**config.mk**
```make
export PLATFORM = sky130hd
export DESIGN_NAME = ram_arbiter
export DESIGN_NICKNAME = d
export VERILOG_FILES = /design/src/rtl/ram_pkg.sv /design/src/rtl/arb_rr2.sv /design/src/rtl/ram_arbiter.sv
export SDC_FILE = /design/constraint.sdc
export NUM_CORES = 1
export LEC_CHECK = 0
export ABC_AREA = 0
export CAP_MARGIN = 20
export CORE_AREA = 5 5 177 179
export DETAILED_ROUTE_END_ITERATION = 6
export DIE_AREA = 0 0 182 184
export PLACE_DENSITY = 0.46
export SYNTH_ARGS = -nofsm -noshare
export SYNTH_HDL_FRONTEND = slang
export SYNTH_SLANG_ARGS = --single-unit
```
**constraint.sdc**
```tcl
create_clock -name clk -period 2.4 [get_ports clk]
set_input_delay 0.72 -clock clk [delete_from_list [all_inputs] [get_ports clk]]
set_output_delay 0.72 -clock clk [all_outputs]
set_load 0.005 [all_outputs]
```
**src/rtl/ram_pkg.sv**
```systemverilog
// Shared widths and types for the burst RAM port and its arbiter.
package ram_pkg;

    localparam int AWIDTH = 32;
    localparam int LWIDTH = 8;
    localparam int DWIDTH = 32;

    typedef enum logic [2:0] {
        ST_IDLE  = 3'd0,
        ST_RADDR = 3'd1,
        ST_RDATA = 3'd2,
        ST_WADDR = 3'd3,
        ST_WDATA = 3'd4
    } arb_state_t;

    typedef enum logic {
        OWN_I = 1'b0,
        OWN_D = 1'b1
    } owner_t;

endpackage

```
**src/rtl/arb_rr2.sv**
```systemverilog
// Two-way round-robin picker: a lone requester wins, a tie goes to the one not served last.
module arb_rr2
    import ram_pkg::*;
(
    input  logic [1:0] req,
    input  owner_t     last,
    output owner_t     gnt
);

    always_comb begin
        gnt = OWN_I;
        if (req[0] && req[1]) begin
            gnt = (last == OWN_I) ? OWN_D : OWN_I;
        end else if (req[1]) begin
            gnt = OWN_D;
        end
    end

endmodule

```
**src/rtl/ram_arbiter.sv**
```systemverilog
// Shares one burst RAM port between icache and dcache, one whole transaction per grant.
module ram_arbiter #(
    parameter int AWIDTH = ram_pkg::AWIDTH,
    parameter int LWIDTH = ram_pkg::LWIDTH,
    parameter int DWIDTH = ram_pkg::DWIDTH
) (
    input  logic              clk,
    input  logic              rst_n,
    // icache side
    input  logic [AWIDTH-1:0] i_ram_awaddr,
    input  logic [LWIDTH-1:0] i_ram_awlen,
    input  logic              i_ram_awvalid,
    output logic              i_ram_awready,
    input  logic [DWIDTH-1:0] i_ram_wdata,
    input  logic              i_ram_wready,
    output logic              i_ram_wvalid,
    output logic              i_ram_wlast,
    input  logic [AWIDTH-1:0] i_ram_araddr,
    input  logic [LWIDTH-1:0] i_ram_arlen,
    input  logic              i_ram_arvalid,
    output logic              i_ram_arready,
    output logic [DWIDTH-1:0] i_ram_rdata,
    output logic              i_ram_rvalid,
    output logic              i_ram_rlast,
    input  logic              i_ram_rready,
    // dcache side
    input  logic [AWIDTH-1:0] d_ram_awaddr,
    input  logic [LWIDTH-1:0] d_ram_awlen,
    input  logic              d_ram_awvalid,
    output logic              d_ram_awready,
    input  logic [DWIDTH-1:0] d_ram_wdata,
    input  logic              d_ram_wready,
    output logic              d_ram_wvalid,
    output logic              d_ram_wlast,
    input  logic [AWIDTH-1:0] d_ram_araddr,
    input  logic [LWIDTH-1:0] d_ram_arlen,
    input  logic              d_ram_arvalid,
    output logic              d_ram_arready,
    output logic [DWIDTH-1:0] d_ram_rdata,
    output logic              d_ram_rvalid,
    output logic              d_ram_rlast,
    input  logic              d_ram_rready,
    // RAM side
    output logic [AWIDTH-1:0] ram_awaddr,
    output logic [LWIDTH-1:0] ram_awlen,
    output logic              ram_awvalid,
    input  logic              ram_awready,
    output logic [DWIDTH-1:0] ram_wdata,
    output logic              ram_wready,
    input  logic              ram_wvalid,
    input  logic              ram_wlast,
    output logic [AWIDTH-1:0] ram_araddr,
    output logic [LWIDTH-1:0] ram_arlen,
    output logic              ram_arvalid,
    input  logic              ram_arready,
    input  logic [DWIDTH-1:0] ram_rdata,
    input  logic              ram_rvalid,
    input  logic              ram_rlast,
    output logic              ram_rready
);

    import ram_pkg::*;

    arb_state_t r_state;
    owner_t     r_owner;
    owner_t     r_last;
    owner_t     w_gnt;
    logic [1:0] w_req;
    logic       w_own_d;
    logic       w_raddr;
    logic       w_rdata;
    logic       w_waddr;
    logic       w_wdata;
    logic       w_unused;

    // The icache never writes, so its write-side inputs go nowhere.
    assign w_unused = ^{i_ram_awaddr, i_ram_awlen, i_ram_awvalid, i_ram_wdata, i_ram_wready};

    assign w_req = {d_ram_awvalid | d_ram_arvalid, i_ram_arvalid};

    arb_rr2 u_rr (
        .req  (w_req),
        .last (r_last),
        .gnt  (w_gnt)
    );

    always_ff @(posedge clk or negedge rst_n) begin
        if (!rst_n) begin
            r_state <= ST_IDLE;
            r_owner <= OWN_I;
            r_last  <= OWN_D;
        end else begin
            case (r_state)
                ST_IDLE: begin
                    if (|w_req) begin
                        r_owner <= w_gnt;
                        r_last  <= w_gnt;
                        r_state <= (w_gnt == OWN_D && d_ram_awvalid) ? ST_WADDR : ST_RADDR;
                    end
                end
                ST_RADDR: if (ram_arvalid && ram_arready) r_state <= ST_RDATA;
                ST_RDATA: if (ram_rvalid && ram_rready && ram_rlast) r_state <= ST_IDLE;
                ST_WADDR: if (ram_awvalid && ram_awready) r_state <= ST_WDATA;
                ST_WDATA: if (ram_wvalid && ram_wready && ram_wlast) r_state <= ST_IDLE;
                default:  r_state <= ST_IDLE;
            endcase
        end
    end

    assign w_own_d = (r_owner == OWN_D);
    assign w_raddr = (r_state == ST_RADDR);
    assign w_rdata = (r_state == ST_RDATA);
    // Write states are only ever entered on a dcache grant.
    assign w_waddr = (r_state == ST_WADDR);
    assign w_wdata = (r_state == ST_WDATA);

    assign ram_araddr  = w_raddr ? (w_own_d ? d_ram_araddr  : i_ram_araddr)  : '0;
    assign ram_arlen   = w_raddr ? (w_own_d ? d_ram_arlen   : i_ram_arlen)   : '0;
    assign ram_arvalid = w_raddr & (w_own_d ? d_ram_arvalid : i_ram_arvalid);
    assign ram_rready  = w_rdata & (w_own_d ? d_ram_rready  : i_ram_rready);

    assign ram_awaddr  = w_waddr ? d_ram_awaddr : '0;
    assign ram_awlen   = w_waddr ? d_ram_awlen  : '0;
    assign ram_awvalid = w_waddr & d_ram_awvalid;
    assign ram_wdata   = w_wdata ? d_ram_wdata  : '0;
    assign ram_wready  = w_wdata & d_ram_wready;

    assign i_ram_arready = w_raddr & ~w_own_d & ram_arready;
    assign i_ram_rdata   = (w_rdata & ~w_own_d) ? ram_rdata : '0;
    assign i_ram_rvalid  = w_rdata & ~w_own_d & ram_rvalid;
    assign i_ram_rlast   = w_rdata & ~w_own_d & ram_rlast;
    assign i_ram_awready = 1'b0;
    assign i_ram_wvalid  = 1'b0;
    assign i_ram_wlast   = 1'b0;

    assign d_ram_arready = w_raddr & w_own_d & ram_arready;
    assign d_ram_rdata   = (w_rdata & w_own_d) ? ram_rdata : '0;
    assign d_ram_rvalid  = w_rdata & w_own_d & ram_rvalid;
    assign d_ram_rlast   = w_rdata & w_own_d & ram_rlast;
    assign d_ram_awready = w_waddr & ram_awready;
    assign d_ram_wvalid  = w_wdata & ram_wvalid;
    assign d_ram_wlast   = w_wdata & ram_wlast;

endmodule
```
# Yosys cells after proc, flatten, opt, wreduce, memory -nomap -nowiden
# Cells that the tools add are included.
dict set report classes {
  mul 0
  n_reduce_logical 12
  n_div 0
  n_lt_le_gt_ge 0
  addsub 0
  n_eq_ne 9
  shifts 0
  n_mux 21
  bitwise_logic 19
}
# op n
set op_table {}
lappend op_table {{$mux W32} 6}
lappend op_table {{$mux W8} 3}
lappend op_table {{$and A1 B1 Y1} 17}
lappend op_table {{$mux W3} 5}
lappend op_table {{$pmux W3 S5} 1}
lappend op_table {{$logic_and A1 B1 Y1} 8}
lappend op_table {{$ne A2 B1 Y1 const B} 4}
lappend op_table {{$eq A3 B2 Y1 const B} 2}
lappend op_table {{$mux W1} 5}
lappend op_table {{$reduce_and A5 Y1} 1}
lappend op_table {{$eq A3 B1 Y1 const B} 1}
lappend op_table {{$eq A3 B3 Y1 const B} 1}
lappend op_table {{$logic_not A3 Y1} 1}
lappend op_table {{$mux W2} 1}
lappend op_table {{$ne A2 B2 Y1 const B} 1}
lappend op_table {{$reduce_and A2 Y1} 1}
lappend op_table {{$reduce_or A2 Y1} 1}
lappend op_table {{$not A1 Y1} 1}
lappend op_table {{$or A1 B1 Y1} 1}
dict set report totals {
  out_inout_bits 192
  ramBits 0
  latchBits 0
  reg_bits 5
  mem_bits_ro 0
  n_memories 0
  word_cells 64
}

# Longest topological paths before layout
dict set report logic_depth {
  word_depth 7
  mapped_depth 5
  ltp_nobuf 4
}

# By module
# From an unflattened synthesis, not the netlist that was laid out.
dict set report unflattened {
  hier_cells 261
  area_unflattened_um2 1816.7
}
# module instances area_each_um2 cells_each
set modules_own_cells {}
lappend modules_own_cells {ram_arbiter 1 1805.5 260}
lappend modules_own_cells {arb_rr2 1 11.3 1}

# Worst setup path before layout
# No wires, ideal clock.
dict set report synth_path {
  path_type {reg2out}
  start {register r_state[1]}
  end {output port ram_araddr[0]}
  setup_slack_ps 420
  path_stages_with_launch 5
  required_time_ps 1680
  n_path_buf 2
  arrival_time_ps 1260
  path_cell_list {dfrtp_1 > or3b_1 > buf_2 > clkbuf_1 > nor2_1}
}
dict set report synth_between {
  elab_chain_len 2
}
# element line
set synth_lines {}
lappend synth_lines {{start, declared} ram_arbiter.sv:64} ;# arb_state_t r_state;
lappend synth_lines {{start signal, assigned} ram_arbiter.sv:98} ;# r_state <= (w_gnt == OWN_D && d_ram_awvalid) ? ST_WADDR : ST_RADDR;
lappend synth_lines {{$eq A3 B1 Y1} ram_arbiter.sv:111} ;# assign w_raddr = (r_state == ST_RADDR);
lappend synth_lines {{$mux W32} ram_arbiter.sv:117} ;# assign ram_araddr = w_raddr ? (w_own_d ? d_ram_araddr : i_ram_araddr) : '0;
lappend synth_lines {{end, declared} ram_arbiter.sv:52} ;# output logic [AWIDTH-1:0] ram_araddr,
# Every way passes these cells.

# Final worst setup path
dict set report layout_path {
  start {register r_state[0]}
  end {output port ram_wdata[8]}
}
dict set report layout_between {
  elab_chain_len 2
}
# element line
set layout_lines {}
lappend layout_lines {{$eq A3 B3 Y1} ram_arbiter.sv:115} ;# assign w_wdata = (r_state == ST_WDATA);
lappend layout_lines {{$mux W32} ram_arbiter.sv:125} ;# assign ram_wdata = w_wdata ? d_ram_wdata : '0;
lappend layout_lines {{end, declared} ram_arbiter.sv:48} ;# output logic [DWIDTH-1:0] ram_wdata,
# Every way passes these cells.

==> run summary <==
Outcome
• **result of the run** complete, but fails checks
• **violations in the final reports** setup timing

Worst setup path
• **R2R setup slack** 0.37 ns
• **Critical Path Source** r_state[0]$_DFFE_PN0P_
• **critical path peak fanout** 5
• **Crit Reg-Reg Startpoint** r_state[2]$_DFFE_PN0P_
• **CP startpoint kind** flop
• **Worst Setup EP** ram_wdata[8]
• **RR Endpoint** r_state[1]$_DFFE_PN0P_
• **critical path endpoint category** primary output
• **critical path class** flop to primary output
• **critical path data arrival time** 1.78 ns
• **R2R depth** 10
• **data required time of the worst path** 1.68 ns

GRT
• **first-pass GRT wire length** 23720 um
• **initial antenna violation count** 1
• **vias in the first global route** 3983
• **maximum number of pins on one net before global-route repair** 41
• **total routing resource utilization after global routing** 0.09042
• **total gr overflow** 0

Clock network
• **CTS tree** yes
• **worst skew pair latency** 0.23 ns
• **CTS max path bufs** 2
• **number of buffers added by the clock tree synthesis step** 3
• **clock transition at the registers of the reported paths** 0.03 ns
• **CTS HTree Levels** 1
• **CTS Hold Buffers Added** 0
• **# clock sinks** 5
• **clock tree root driver cell** clkbuf_16

Worst hold path
• **class of the worst hold path** flop to flop
• **number of instances on the worst hold path** 2
• **hold wc startpoint** r_last$_DFFE_PN1P_

Finish
• **non-filler instance count after layout** 1127
• **area delta synth->final** 254.1%
• **share of post-route cells with drive strength above 1** 0.4261
• **design area** 6828 um^2
• **Post-layout nets** 1010
• **final design utilization** 0.2322
• **n_diodes** 0

Power and ir drop
• **fraction of power spent switching nets** 0.3814
• **internal power consumption** 2.895 mW
• **Net Switching** 1.785 mW
• **Cell Pwr Density** 685.5 nW/um^2
• **part of the total power dissipated in sequential elements** 0.039
• **maximum VDD drop** 0.0002271 V
• **share of total power in combinational logic** 0.902
• **clock network fraction of total power** 0.059
• **Leak Pwr** 3.383 nW
• **total power** 4.680 mW

Place
• **Port Buf Inserts** 386
• **estimated wirelength of the detail-placed design** 13210 um
• **worst-case setup slack after placement** -0.4418 ns
• **global placement routability congestion** 0.7595
• **area after detailed placement** 6465 um^2
• **number of instances in the placed design** 1073

Timing
• **setup slack of the critical path after layout** -0.09782 ns
• **setup repair after global routing missed its margin** yes
• **final cycle utilization of the critical path** 1.041
• **sum of negative setup slack** -0.6637 ns
• **Max Freq** 0.4004 GHz
• **final number of max-transition violations** 0
• **skew final** 0.0001728 ns
• **count of final hold-check violations** 0
• **setup-violating endpoint count in the final report** 15
• **clock period minus worst slack** 2.498 ns
• **worst hold-check slack** 0.5016 ns

Floorplan
• **standard-cell row count** 63
• **die outline width** 182 um
• **core area** 29400 um^2
• **Die Y** 184 um
• **die area** 33490 um^2
• **starting density of the core** 0.06558
• **number of top-level pins** 464

Synth
• **synth top area cells** and2_1, mux2i_1, nor2_1
• **library cell occupying the most area in the post-synthesis netlist** and2_1
• **Yosys warning count** 0
• **gate count after technology mapping** 295
• **number of flip-flops and latches in the synthesized netlist** 5
• **average instance area after synthesis** 6.536 um^2
• **count of distinct cell types in the synthesized netlist** 25
• **cell area after synthesis** 1928 um^2
• **commonest register cell after synthesis** dfrtp_1
• **top cell type's share of synthesized area** 0.4705
• **sequential share of the synthesized area** 0.06554
• **Async SR Flop Fraction** 1.000
• **Post-synth EDFFs** 0

Route
• **ANT nets after route** 0
• **post-DR vias/cell** 3.282
• **count of TritonRoute iterations in the first routing pass** 4
• **via count of the routed design** 3699
• **average routed wire per standard cell** 15.60 um
• **total length of routed wires** 17580 um
• **first-iteration detailed-routing DRC count** 40
• **DRC violations left** 0

Run
• **max-cap violation count** 0

[repair_timing]
item / CTS / global route
resized for setup: 503 / 255
hold endpoints to repair: 0 / 0
pin swaps: 32 / 12
endpoints found under the setup margin: 189 / 167
setup buffers: 32 / 14
cloned: 10 / 8
[synth_stat cells, drive strengths merged, types with 2 or more instances]
cell type	instances
mux2i	42
o21ai	4
and2	145
nand2	7
a21o	2
nor2	45
a22o	2
inv	2
clkbuf	18
nor3	3
a21oi	2
dfrtp	4
buf	9
[flip-flops by register name, summed over array words and instances, names as in the netlist]
signal / flops
r_last: 1
r_owner: 1
r_state: 3
[critical path: stages (launching register included)]
cell and delay (ns):
dfrtp_1 0.40, buf_6 0.14, nor3b_4 0.17, buf_6 0.13, buf_6 0.09, buf_6 0.11, buf_12 0.11, buf_16 0.11
buf_6 0.08, and2_4 0.12, buf_6 0.08
[how the worst min path moves through the flow]
stage,end,slack [ns]
2_1_floorplan,r_owner$_DFFE_PN0P_,0.42
3_3_place_gp,r_last$_DFFE_PN1P_,0.50
3_5_place_dp,r_last$_DFFE_PN1P_,0.50
4_1_cts,r_last$_DFFE_PN1P_,0.51
5_1_grt,r_last$_DFFE_PN1P_,0.55
6_report,r_last$_DFFE_PN1P_,0.50
[metal layers]
| metal | global-route usage | share of wire | vias up |
|---|---|---|---|
| met2 | 0.1724 | 0.53 | 219 |
| met3 | 0.03126 | 0.088 | 12 |
| met5 | 0 | 0 | - |
| li1 | - | - | 1813 |
| met1 | 0.09749 | 0.37 | 1655 |
| met4 | 0.01591 | 0.010 | 0 |
[cell type report]
type                            instances  area, um^2
Clock buffer                            4       78.83
Fill cell                            3269       22570
Inverter                                2       7.507
Multi-Input combinational cell        263        1848
Sequential cell                         5       127.6
Tap cell                              390       488.0
Timing Repair Buffer                  463        4278
[cell usage in the layout, fill, tap and decap left out, drive strengths merged]
cell type / instances
a22o: 2
a21o: 2
o21ba: 1
dfrtp: 4
clkdlybuf4s50: 195
nor2: 45
buf: 151
nor3b: 1
clkbuf: 101
dlymetal6s2s: 3
and2: 145
nor3: 3
nand3: 1
nor4: 1
and3b: 1
o31ai: 1
clkdlybuf4s15: 4
o21ai: 4
dfstp: 1
or3b: 1
inv: 2
nand2: 7
conb: 3
dlygate4sd2: 13
a21oi: 2
nand2b: 1
mux2i: 42
[power by group through the flow]
stage                     Combinational (mW)  Sequential (mW)  Clock, mW
after detailed placement                3.55            0.172          0
final                                   4.22            0.181      0.276
after global routing                    4.57            0.187      0.289
after CTS                               3.96            0.179      0.280
after floorplan                         1.30            0.164          0
after global placement                  3.57            0.172          0
[cell families after synthesis]
logic type | Yosys count | share of synthesized area
compound gates | 12 | 0.04478
buf+inv | 29 | 0.06554
flops | 5 | 0.06555
mux | 42 | 0.2180
other cells | 1 | 0.001945
simple gates | 206 | 0.6042
No activity file was read; power rests on OpenSTA's default activity.
